**config.mk**
```make
export PLATFORM = sky130hd
export DESIGN_NAME = adam_periph_spi_fifo
export DESIGN_NICKNAME = d
export VERILOG_FILES = /design/src/rtl/adam_periph_spi_fifo_pkg.sv /design/src/rtl/adam_periph_spi_fifo_mem.sv /design/src/rtl/adam_periph_spi_fifo.sv
export SDC_FILE = /design/constraint.sdc
export NUM_CORES = 1
export LEC_CHECK = 0
export ABC_AREA = 1
export BUFFER_PORTS_ARGS = -buffer_cell sky130_fd_sc_hd__buf_2
export CAP_MARGIN = 15
export CORE_MARGIN = 4
export CORE_UTILIZATION = 55
export DETAILED_ROUTE_END_ITERATION = 10
export PLACE_DENSITY = 0.77
export SLEW_MARGIN = 40
export SYNTH_ARGS = -nofsm -noshare
export SYNTH_HDL_FRONTEND = slang
export SYNTH_HIERARCHICAL = 1
export SYNTH_SLANG_ARGS = --single-unit
```
**constraint.sdc**
```tcl
create_clock -name clk -period 2.4 [get_ports clk]
set_input_delay 0.12 -clock clk [delete_from_list [all_inputs] [get_ports clk]]
set_output_delay 0.12 -clock clk [all_outputs]
set_load 0.02 [all_outputs]
```
**src/rtl/adam_periph_spi_fifo_pkg.sv**
```systemverilog
// -----------------------------------------------------------------------------
// adam_periph_spi_fifo_pkg
//
// Purpose:
//   Shared constants for the SPI peripheral stream FIFOs. This package holds:
//   - the bit positions of the FIFO status flags in the SPI status register;
//   - a helper that sizes the level counter.
//   Stream word types are deliberately not defined here. Each FIFO instance
//   derives its word type locally from its own DATA_WIDTH.
//
// Ports: none (package).
// -----------------------------------------------------------------------------
package adam_periph_spi_fifo_pkg;

    // Status-register bit positions for one FIFO's flags.
    // The TX and RX FIFOs are placed at different base offsets in the register.
    localparam int unsigned SPI_FIFO_STAT_EMPTY_BIT = 0;
    localparam int unsigned SPI_FIFO_STAT_FULL_BIT  = 1;
    localparam int unsigned SPI_FIFO_STAT_THR_BIT   = 2;
    localparam int unsigned SPI_FIFO_STAT_WIDTH     = 3;

    // Register-map offsets of each FIFO's status field.
    localparam int unsigned SPI_FIFO_STAT_TX_BASE = 0;
    localparam int unsigned SPI_FIFO_STAT_RX_BASE = SPI_FIFO_STAT_WIDTH;

    // The level must represent 0..DEPTH inclusive.
    // That range needs one bit more than the pointer width.
    function automatic int unsigned fifo_level_width(input int unsigned depth);
        return $clog2(depth) + 1;
    endfunction

endpackage : adam_periph_spi_fifo_pkg

```
**src/rtl/adam_periph_spi_fifo_mem.sv**
```systemverilog
// -----------------------------------------------------------------------------
// adam_periph_spi_fifo_mem
//
// Purpose:
//   DEPTH x DATA_WIDTH storage array for the SPI stream FIFO.
//   - One synchronous write port.
//   - One asynchronous (combinational) read port.
//   Because the read port is asynchronous, a word written at edge N is
//   visible at the read port during cycle N+1.
//
// Ports:
//   clk      in   sole clock; the write port updates on its rising edge
//   wr_en    in   write strobe
//   wr_addr  in   write address
//   wr_data  in   write data
//   rd_addr  in   read address
//   rd_data  out  array contents at rd_addr (combinational)
// -----------------------------------------------------------------------------
module adam_periph_spi_fifo_mem #(
    parameter int unsigned DATA_WIDTH = 32,
    parameter int unsigned DEPTH      = 8,
    parameter int unsigned ADDR_WIDTH = $clog2(DEPTH)
) (
    input  logic                  clk,
    input  logic                  wr_en,
    input  logic [ADDR_WIDTH-1:0] wr_addr,
    input  logic [DATA_WIDTH-1:0] wr_data,
    input  logic [ADDR_WIDTH-1:0] rd_addr,
    output logic [DATA_WIDTH-1:0] rd_data
);

    logic [DATA_WIDTH-1:0] mem_q [DEPTH];

    // NOTE: the storage array has no reset.
    // Every entry is written before it can be read, because the level gates o_valid.
    // Clearing it would only add a wide reset fan-out for no functional benefit.
    always_ff @(posedge clk) begin
        if (wr_en) begin
            mem_q[wr_addr] <= wr_data;
        end
    end

    assign rd_data = mem_q[rd_addr];

endmodule : adam_periph_spi_fifo_mem

```
**src/rtl/adam_periph_spi_fifo.sv**
```systemverilog
// -----------------------------------------------------------------------------
// adam_periph_spi_fifo
//
// Purpose:
//   Valid/ready stream FIFO used twice inside the SPI peripheral:
//   - TX path: register file -> SPI PHY tx stream.
//   - RX path: SPI PHY rx stream -> register file.
//   Words leave in the order they were accepted.
//   A pause handshake freezes both stream sides while keeping the stored contents.
//   Flush discards all stored entries.
//
// Ports:
//   clk        in   sole clock, rising edge
//   rst        in   synchronous active-high reset; wins over everything else
//   pause_req  in   pause request
//   pause_ack  out  registered pause state (0 = RUN, 1 = PAUSED)
//   flush      in   drop all entries; concurrent transfers are discarded
//   threshold  in   level at which thr_flag asserts
//   i_data     in   upstream stream word
//   i_valid    in   upstream valid
//   i_ready    out  upstream ready
//   o_data     out  downstream stream word (head entry)
//   o_valid    out  downstream valid
//   o_ready    in   downstream ready
//   level      out  number of stored entries, 0..DEPTH
//   empty      out  level == 0
//   full       out  level == DEPTH
//   thr_flag   out  level >= threshold
//
// DEPTH must be a power of two and at least 2.
// This lets the pointers wrap modulo DEPTH with plain binary overflow.
// -----------------------------------------------------------------------------
module adam_periph_spi_fifo
    import adam_periph_spi_fifo_pkg::*;
#(
    parameter int unsigned DATA_WIDTH  = 32,
    parameter int unsigned DEPTH       = 8,
    parameter int unsigned LEVEL_WIDTH = fifo_level_width(DEPTH)
) (
    input  logic                   clk,
    input  logic                   rst,

    input  logic                   pause_req,
    output logic                   pause_ack,

    input  logic                   flush,
    input  logic [LEVEL_WIDTH-1:0] threshold,

    input  logic [DATA_WIDTH-1:0]  i_data,
    input  logic                   i_valid,
    output logic                   i_ready,

    output logic [DATA_WIDTH-1:0]  o_data,
    output logic                   o_valid,
    input  logic                   o_ready,

    output logic [LEVEL_WIDTH-1:0] level,
    output logic                   empty,
    output logic                   full,
    output logic                   thr_flag
);

    localparam int unsigned ADDR_WIDTH = $clog2(DEPTH);

    typedef logic [DATA_WIDTH-1:0] word_t;

    typedef enum logic {
        PAUSE_RUN    = 1'b0,
        PAUSE_PAUSED = 1'b1
    } pause_state_e;

    // -------------------------------------------------------------------------
    // State
    // -------------------------------------------------------------------------
    pause_state_e           state_q,  state_d;
    logic [ADDR_WIDTH-1:0]  wr_ptr_q, wr_ptr_d;
    logic [ADDR_WIDTH-1:0]  rd_ptr_q, rd_ptr_d;
    logic [LEVEL_WIDTH-1:0] level_q,  level_d;

    logic  paused;
    logic  wr_en;
    logic  rd_en;
    word_t head_data;

    // -------------------------------------------------------------------------
    // Pause FSM: next-state logic
    // -------------------------------------------------------------------------
    // NOTE: every always_comb output gets a default before any branch.
    // A path that leaves a variable unassigned would otherwise infer a latch.
    always_comb begin
        state_d = state_q;
        unique case (state_q)
            PAUSE_RUN:    if (pause_req)  state_d = PAUSE_PAUSED;
            PAUSE_PAUSED: if (!pause_req) state_d = PAUSE_RUN;
            default:      state_d = PAUSE_PAUSED;
        endcase
    end

    assign pause_ack = (state_q == PAUSE_PAUSED);

    // A rising request blocks handshakes in the same cycle, before the state
    // register catches up. A falling request keeps them blocked until ack drops.
    assign paused = pause_req || pause_ack;

    // -------------------------------------------------------------------------
    // Status and handshakes
    // -------------------------------------------------------------------------
    assign empty    = (level_q == '0);
    assign full     = (level_q == LEVEL_WIDTH'(DEPTH));
    assign thr_flag = (level_q >= threshold);
    assign level    = level_q;

    assign i_ready = !full && !paused && !flush;
    assign o_valid = !empty && !paused;
    assign o_data  = head_data;

    assign wr_en = i_valid && i_ready;

    // A read that coincides with a flush is discarded along with everything else.
    assign rd_en = o_valid && o_ready && !flush;

    // -------------------------------------------------------------------------
    // Pointer and level next-state
    // -------------------------------------------------------------------------
    always_comb begin
        wr_ptr_d = wr_ptr_q;
        rd_ptr_d = rd_ptr_q;
        level_d  = level_q;

        if (flush) begin
            wr_ptr_d = '0;
            rd_ptr_d = '0;
            level_d  = '0;
        end else begin
            if (wr_en) wr_ptr_d = wr_ptr_q + ADDR_WIDTH'(1);
            if (rd_en) rd_ptr_d = rd_ptr_q + ADDR_WIDTH'(1);

            // A simultaneous read and write leaves the level unchanged.
            unique case ({wr_en, rd_en})
                2'b10:   level_d = level_q + LEVEL_WIDTH'(1);
                2'b01:   level_d = level_q - LEVEL_WIDTH'(1);
                default: level_d = level_q;
            endcase
        end
    end

    // -------------------------------------------------------------------------
    // State registers
    // -------------------------------------------------------------------------
    // NOTE: sequential state uses non-blocking assignments only.
    // All flops then sample their _d values from before the edge, independent of process order.
    always_ff @(posedge clk) begin
        if (rst) begin
            // Reset parks the FIFO in PAUSED.
            // The owner must drop pause_req before any traffic flows.
            state_q  <= PAUSE_PAUSED;
            wr_ptr_q <= '0;
            rd_ptr_q <= '0;
            level_q  <= '0;
        end else begin
            state_q  <= state_d;
            wr_ptr_q <= wr_ptr_d;
            rd_ptr_q <= rd_ptr_d;
            level_q  <= level_d;
        end
    end

    // -------------------------------------------------------------------------
    // Storage
    // -------------------------------------------------------------------------
    adam_periph_spi_fifo_mem #(
        .DATA_WIDTH (DATA_WIDTH),
        .DEPTH      (DEPTH),
        .ADDR_WIDTH (ADDR_WIDTH)
    ) u_mem (
        .clk     (clk),
        .wr_en   (wr_en),
        .wr_addr (wr_ptr_q),
        .wr_data (i_data),
        .rd_addr (rd_ptr_q),
        .rd_data (head_data)
    );

endmodule : adam_periph_spi_fifo

```
# Word level (Yosys, flattened, before mapping)
# Memories as Yosys holds them, arrays and structs flattened. A register that Yosys moved wholly into a read port is not among the register bits.
# Index checks and enable logic that the tools add are counted.
[word_totals]
reg_bits = 11
ramBits = 256
inputBits = 42
out_inout_bits = 42
elab_cells = 33
mem_count = 1
[memory_table]
columns = ["name", "words", "word_bits", "rd", "rd_ports_with_merged_regs", "write_ports", "line_no", "source"]
rows = [
  ["u_mem.mem_q", 8, 32, 1, 1, 1, "adam_periph_spi_fifo_mem.sv:32", "logic [DATA_WIDTH-1:0] mem_q [DEPTH];"],
]
[op_classes]
add_sub_neg = 4
n_lt_le_gt_ge = 1
n_eq_ne = 3
mux = 6
reduce_logical = 14
[op_table]
columns = ["op", "count"]
rows = [
  ["$pmux 4 s2", 1],
  ["$add 3x1->3 const B", 2],
  ["$logic_and 1x1->1", 6],
  ["$mux 3", 2],
  ["$add 4x1->4 const B", 1],
  ["$eq 4x4->1 const B", 1],
  ["$ge 4x4->1", 1],
  ["$logic_not 1->1", 4],
  ["$logic_not 4->1", 1],
  ["$sub 4x1->4 const B", 1],
  ["$mux 1", 3],
  ["$eq 2x1->1 const B", 1],
  ["$eq 2x2->1 const B", 1],
  ["$reduce_bool 2->1", 1],
  ["$reduce_or 2->1", 1],
  ["$logic_or 1x1->1", 1],
]

# Longest topological paths before layout
# Gate-level depths: netlist of the first run.
[depth]
depth_word = 7
mapped_depth = 14
ltp_nobuf = 14

# Hierarchy
# The synthesis of the first run kept the hierarchy.
[by_module_without_submodules]
columns = ["module", "instances", "cells_per_inst", "area_each_um2", "seq_area_each_um2"]
rows = [
  ["adam_periph_spi_fifo_mem", 1, 1124, 11232.0, 7687.4],
  ["adam_periph_spi_fifo", 1, 118, 823.3, 220.2],
]

# Worst setup path after synthesis of the first run
# OpenSTA, ideal clock, no wires.
[synth_timing]
path_type = "register to register"
startpoint = "reg level_q[0] (netlist: level[0])"
endpoint = "mem u_mem.mem_q[1][0], enable pin"
setup_ps = 421
t_arrival_ps = 2347
t_required_ps = 1979
slack_ps = -369
path_stages_with_launch = 7
path_buffers = 0
period_less_slack_ps = 2769
path_cell_list = "dfxtp_1 > nor2_4 > nand2_4 > nand3_4 > inv_1 > nand2_1 > nor2_1"
[synth_between]
elab_chain_len = 7
[synth_lines]
columns = ["element", "line_no", "source"]
rows = [
  ["start: declaration", "adam_periph_spi_fifo.sv:78", "logic [LEVEL_WIDTH-1:0] level_q, level_d;"],
  ["start signal: assignment", "adam_periph_spi_fifo.sv:164", "level_q <= level_d;"],
  ["$eq 4x4->1", "adam_periph_spi_fifo.sv:109", "assign full = (level_q == LEVEL_WIDTH'(DEPTH));"],
  ["$logic_not 1->1", "adam_periph_spi_fifo.sv:113", "assign i_ready = !full && !paused && !flush;"],
  ["$logic_and 1x1->1 (2 in series)", "adam_periph_spi_fifo.sv:113", ""],
  ["$logic_and 1x1->1", "adam_periph_spi_fifo.sv:117", "assign wr_en = i_valid && i_ready;"],
  ["named net wr_en", "adam_periph_spi_fifo.sv:81", "logic wr_en;"],
  ["$mux 1", "adam_periph_spi_fifo_mem.sv:38", "if (wr_en) begin"],
  ["$mux 1 (implied by the code)", "adam_periph_spi_fifo_mem.sv:39", "mem_q[wr_addr] <= wr_data;"],
  ["end: declaration", "adam_periph_spi_fifo_mem.sv:32", ""],
]
# The timed path passes the listed nets, and every way through them passes these cells.

==> results of run 1 <==
## layout by cell type (no fill, tap or decap), types with 2 or more instances in the layout
master         netlist  final
a21oi_1              6      6
buf_12               0      7
buf_2               20     83
buf_4                5     17
bufinv_16            0      5
clkbuf_1             7      5
clkbuf_16            0     27
clkinv_2             0      9
dfxtp_1             11      9
dlygate4sd3_1        0     37
edfxtp_1           256    256
ha_1                 9      9
inv_1              289    289
inv_2                4      3
nand2_1            444    444
nand2_2              2      2
nand3_1            134    134
nand3_4              2      2
nand4_1              3      3
nor2_1              23     15
nor2_4               1      9
o21ai_0              3      3
## report_power, final
part           internal, uW  switching (uW)
logic                  87.0             123
clock network          2590            1630
registers              5110            3.60
total                  7780            1760
## how the worst min path moves through the flow
| stage | start | end | slack (ns) | cells after the start |
|---|---|---|---|---|
| 2_1_floorplan | pause_req | pause_ack$_SDFF_PP1_ | 0.21 | 2 |
| 3_3_place_gp | rst | pause_ack$_SDFF_PP1_ | 0.31 | 3 |
| 3_5_place_dp | rst | pause_ack$_SDFF_PP1_ | 0.34 | 3 |
| 4_1_cts | flush | wr_ptr_q[0]$_SDFFE_PP0P_ | 0.02 | 5 |
| 5_1_grt | flush | wr_ptr_q[1]$_SDFFE_PP0P_ | 0.08 | 5 |
| 6_report | flush | wr_ptr_q[0]$_SDFFE_PP0P_ | 0.05 | 5 |
## routing by layer
metal | GRT usage (%) | part of all wire, % | vias to the layer above
met4 | 5.627 | 2.2 | 0
met2 | 37.08 | 52 | 230
met1 | 26.31 | 41 | 3823
met5 | 0 | 0 | -
met3 | 2.552 | 5.6 | 43
li1 | - | - | 4093
## tightest hold or removal path: stages
cell,delay [ns]
buf_2,0.15
nor2_8,0.07
nand4_1,0.07
nand2_1,0.05
nor2_1,0.07
## cells by family after synthesis
family / synth area share [%]
AO/OA/AOI/OAI: 0.4359
flip-flops: 65.59
AND/OR/NAND/NOR: 21.06
XOR/XNOR: 0.1453
adder cells (fa/ha/maj): 1.100
buffers and inverters: 11.67
## per-stage QoR
| stage | total power, uW | setup WS (ns) |
|---|---|---|
| 2_1_floorplan | 5266 | -0.3683 |
| 5_1_grt | 9813 | 0.09670 |
| 6_report | 9536 | 0.1936 |
| 3_3_place_gp | 5367 | 0.4697 |
| 3_5_place_dp | 5374 | 0.3752 |
| 4_1_cts | 9591 | 0.06476 |
## sequential cells by signal, indices dropped and copies added (netlist names)
signal,cells
level,4
rd_ptr_q,3
wr_ptr_q,3
pause_ack,1
u_mem/mem_q,256
## layout make-up
cell class              count  area, um2
well taps                 275      344.1
repair buffers            144       1054
clock inverters            15      198.9
multi-input cells         634       2801
clock buffers              32      694.4
flip-flops and latches    267       7913
inverters                 293       1102
fillers                  1538       7179
## timing repair
action | 4_1_cts | 5_1_grt
gates resized for setup | 0 | 1
hold buffers | 37 | 0
endpoints found under the setup margin | 0 | 20
endpoints found under the hold margin | 262 | 0
==> impl_metrics.json, run 1 <==
{
  "outcome": "completed",
  "grt_use_total_pct": 20.56,
  "via_count": 8189,
  "nets": 1418,
  "timing.critical_path.depth": 7,
  "ys_async_sr_fraction_pct": 0,
  "critPathLaunchType": "flip-flop",
  "cts_tree": "yes",
  "dp_hpwl_mm": 14.31,
  "ys_top_cells_by_area": "edfxtp_1 (64%), nand2_1 (14%), inv_1 (9.0%)",
  "cp.arrival_ns": 2.09,
  "drc_errors": 0,
  "start_util_pct": 56.63,
  "core_um2": 21290,
  "yosysMostFrequentCell": "nand2_1",
  "clk-insertion-delay-late_ns": 0.52,
  "io_buffers": 83,
  "skew_ns": 0.01288,
  "synth_warnings": 6,
  "drive_gt1_share_pct": 12.27,
  "critPathMaxFanout": 130,
  "cts_setup_buffers": 0,
  "relSlewSlack_pct": 56.43,
  "gp_congestion": 0.7630,
  "crit_slowest_cell": "buf_12",
  "antenna_found_initial": 0,
  "dp_cells": 1576,
  "drt-total-wl_mm": 24.86,
  "final_area_um2": 14110,
  "postPlaceCellArea_um2": 12840,
  "grt_pass1_wl_mm": 40.43,
  "crit_path_end_kind": "primary output",
  "syn_nets": 1294,
  "synth.largest_area_cell": "edfxtp_1",
  "finalCriticalPeriod_ns": 2.206,
  "rr_startpoint": "level[1]$_SDFFE_PP0P_",
  "synth_edf_count": 256,
  "syn_avg_cell_area_um2": 9.706,
  "maxCapViolCount": 0,
  "synth_seq_area_share_pct": 65.59,
  "clk_pin_slew_ns": 0.06,
  "p_per_area_nw_per_um2": 676.0,
  "fin_crit_sh_pct": 91.93,
  "vias_per_cell": 4.933,
  "clock-root-buffer": "clkbuf_16",
  "peakVddDrop_uv": 609.9,
  "r2r.worst_path.cells": 7,
  "clock_sinks": 267,
  "grt_pass1_vias": 8168,
  "overflow": 0,
  "required_ns": 2.28,
  "drt_iter0_drc": 527,
  "cts_buffers": 26,
  "die_area_um2": 24350,
  "finalHoldViolCount": 0,
  "rsz0062_at_grt": "false",
  "critical_path.cell_chain": "buf_12, nand2_1, nand3_1, nand2_1, nand2_1, nand2_1, buf_2",
  "crit_path_start": "rd_ptr_q[0]$_SDFFE_PP0P_",
  "final_util_pct": 66.27,
  "synth_cell_types": 26,
  "critPathCapture": "o_data[4]",
  "syn-cell-area_um2": 12060,
  "min_path_type": "input pin to flip-flop",
  "path_common_cell": "nand2_1",
  "rows": 53,
  "stdcell_count": 1660,
  "synth_top_area_share_pct": 63.77,
  "ys_seq_elements": 267,
  "finalSetupTns_ns": 0,
  "tightest_slew_ns": 0.6535,
  "finalSetupViolations": 0,
  "synthCells": 1242,
  "chipHeight_um": 156.1,
  "p_leak_uw": 0.006570,
  "h-tree-depth": 1,
  "synth_top_flop_cell": "edfxtp_1",
  "hold_slack_ns": 0.04776,
  "ys_top_cells_by_count": "nand2_1 (444), inv_1 (289), edfxtp_1 (256), nand3_1 (134), nor2_1 (23)",
  "grt_max_degree": 131,
  "r2r_end": "u_mem/mem_q[7][3]$_DFFE_PP_",
  "worstSetupPathType": "flip-flop to primary output",
  "crit_buf_inv": 2,
  "dr.pass1.iters": 7,
  "clock.fmax_ghz": 0.4532,
  "avgRoutedWirePerCell_um": 14.98,
  "ant_nets": 0,
  "n_antenna_cell": 0,
  "slew_viol_final": 0,
  "critical-path-top-delay-family": "buffers and inverters",
  "die_w_um": 156.1,
  "worst_path_largest_cell_delay_ns": 0.40,
  "area_growth_pct": 17.02,
  "clock_path_buffers": 3,
  "ff2ff_setup_slack_ns": 0.39,
  "io_pins": 84
}
No activity file was read; power rests on OpenSTA's default activity.
==> run 2: changes to the inputs <==
Settings changed: CORE_UTILIZATION 55 to 60, PLACE_DENSITY 0.77 to 0.79.
Clock period 2.4 ns to 2.43 ns, I/O delays scaled along.
==> run 2 against run 1 <==
Compared with the run above: worst hold slack got worse by 0.030 ns; power fell by 5.9%; count of clock-buffer cells in the layout rose by 2; worst setup slack got worse by 0.030 ns; critical path type unchanged; highest routed layer unchanged.
==> impl_metrics.json, run 2 (synthesized netlist as in run 1, its figures left out) <==
{
  "outcome": "completed",
  "p_int_uw": 7244,
  "whs_path_depth": 5,
  "fill_cells": 1369,
  "critPathLaunchType": "flip-flop",
  "min_path_type": "input pin to flip-flop",
  "seqPwrFrac_pct": 56.3,
  "power_frac_comb_pct": 2.4,
  "nets": 1420,
  "p_leak_uw": 0.006516,
  "finalSetupViolations": 0,
  "switchingPower_uw": 1728,
  "dp_hpwl_mm": 14.94,
  "area_growth_pct": 15.91,
  "via_count": 8307,
  "rows": 51,
  "cts_tree": "yes",
  "grt_pass1_wl_mm": 41.72,
  "clk_pin_slew_ns": 0.06,
  "skew_ns": 0.01606,
  "drive_gt1_share_pct": 11.55,
  "regArea_um2": 7913,
  "swShare_pct": 19.26,
  "finalHoldViolCount": 0,
  "maxCapViolCount": 0,
  "clock-root-buffer": "clkbuf_16",
  "p_per_area_nw_per_um2": 642.0,
  "critPathMaxFanout": 21,
  "ff2ff_setup_slack_ns": 0.32,
  "drt_iter0_drc": 582,
  "cts_buffers": 26,
  "slew_viol_final": 0,
  "worstSetupPathType": "flip-flop to primary output",
  "grt_pass1_vias": 8507,
  "peakVddDrop_uv": 651.5,
  "hold_path_startpoint": "flush",
  "relSlewSlack_pct": 64.29,
  "clk-insertion-delay-late_ns": 0.53,
  "n_antenna_cell": 0,
  "grt_max_degree": 85,
  "die_w_um": 149.7,
  "tightest_slew_ns": 0.5351,
  "fin_crit_sh_pct": 93.26,
  "crit_path_end_kind": "primary output",
  "ant_nets": 0,
  "postPlaceCellArea_um2": 12830,
  "min_to": "wr_ptr_q[2]$_SDFFE_PP0P_",
  "final_cell_mix": "nand2_1 (444), inv_1 (289), edfxtp_1 (256), nand3_1 (134), buf_2 (83)",
  "gp_congestion": 0.8182,
  "cp.arrival_ns": 2.14,
  "cts_setup_buffers": 0,
  "rr_startpoint": "level[1]$_SDFFE_PP0P_",
  "dr.pass1.iters": 5,
  "core_um2": 19590,
  "vias_per_cell": 5.035,
  "chipHeight_um": 149.7,
  "clock_path_buffers": 3,
  "clockPowerShare_pct": 41.4,
  "r2r_end": "u_mem/mem_q[5][6]$_DFFE_PP_",
  "clock_sinks": 267,
  "die_area_um2": 22420,
  "start_util_pct": 61.54,
  "hold_buffers": 37,
  "h-tree-depth": 1,
  "finalSetupTns_ns": 0,
  "top_register": "u_mem/mem_q",
  "io_buffers": 83,
  "finalCriticalPeriod_ns": 2.266,
  "drc_errors": 0,
  "io_pins": 84,
  "antenna_found_initial": 0,
  "largest_reg_flops": 256,
  "avgRoutedWirePerCell_um": 15.46,
  "clock.fmax_ghz": 0.4413,
  "required_ns": 2.31,
  "final_area_um2": 13970,
  "overflow": 0,
  "final_common_cell": "nand2_1",
  "r2r.worst_path.cells": 7,
  "rsz0062_at_grt": "false",
  "drt-total-wl_mm": 25.51,
  "grt_use_total_pct": 23.41,
  "crit_path_start": "rd_ptr_q[1]$_SDFFE_PP0P_",
  "multi_input_area_um2": 2801,
  "cts_resized": 0
}
run 2: cell count changes in the layout (fill, tap and decap cells not counted), sizes merged:
cell / delta
bufinv: -4
clkinv: +1
clkbuf: +2
buf: +2
inv: -1
run 2: layout make-up:
class	count	share of cell area, %
Timing Repair Buffer	146	7.557
Clock inverter	11	0.4925
Sequential cell	267	56.63
Multi-Input combinational cell	634	20.05
Clock buffer	34	5.023
Inverter	293	7.880
Tap cell	265	2.373
run 2: power by group through the flow:
stage / Combinational [uW] / Clock, uW / Sequential (uW)
2_1_floorplan: 51.4 / 0 / 5150
3_3_place_gp: 165 / 0 / 5140
3_5_place_dp: 169 / 0 / 5140
4_1_cts: 215 / 3760 / 5050
5_1_grt: 236 / 4000 / 5040
6_report: 213 / 3710 / 5050
run 2: critical path, cell delays in order (launching register included):
cell and delay, ns:
dfxtp_2 0.34, inv_2 0.37, buf_4 0.36, nand3_1 0.11, nand2_1 0.08, nand2_1 0.06
nand2_1 0.11, buf_2 0.17
run 2: metal layers:
layer / track usage (%) / wire length, um / up-vias
met4: 7.914 / 613 / 0
met1: 30.33 / 10390 / 3914
met3: 3.331 / 1585 / 50
li1: - / - / 4095
met2: 40.88 / 12920 / 248
met5: 0 / 0 / -
run 2: how the worst max path moves through the flow:
stage	to	slack (ns)	cells after the start
after floorplan	u_mem/mem_q[5][0]$_DFFE_PP_	-0.34	6
after global routing	o_data[28]	0.04	7
final	o_data[28]	0.16	7
after detailed placement	u_mem/mem_q[5][10]$_DFFE_PP_	0.36	7
after CTS	o_data[28]	0.14	7
after global placement	u_mem/mem_q[5][26]$_DFFE_PP_	0.43	8
run 2: through the flow:
step	util (%)	hold WS [ns]	cells	total power [uW]	worst slack [ns]
6_report	71.33	0.01819	1650	8971	0.1638
5_1_grt	71.33	0.03572	1650	9279	0.04303
4_1_cts	71.33	0.002871	1650	9020	0.1447
3_5_place_dp	65.50	0.3290	1568	5314	0.3648
3_3_place_gp	65.50	0.3177	1568	5309	0.4349
2_1_floorplan	-	0.2087	1242	5201	-0.3383
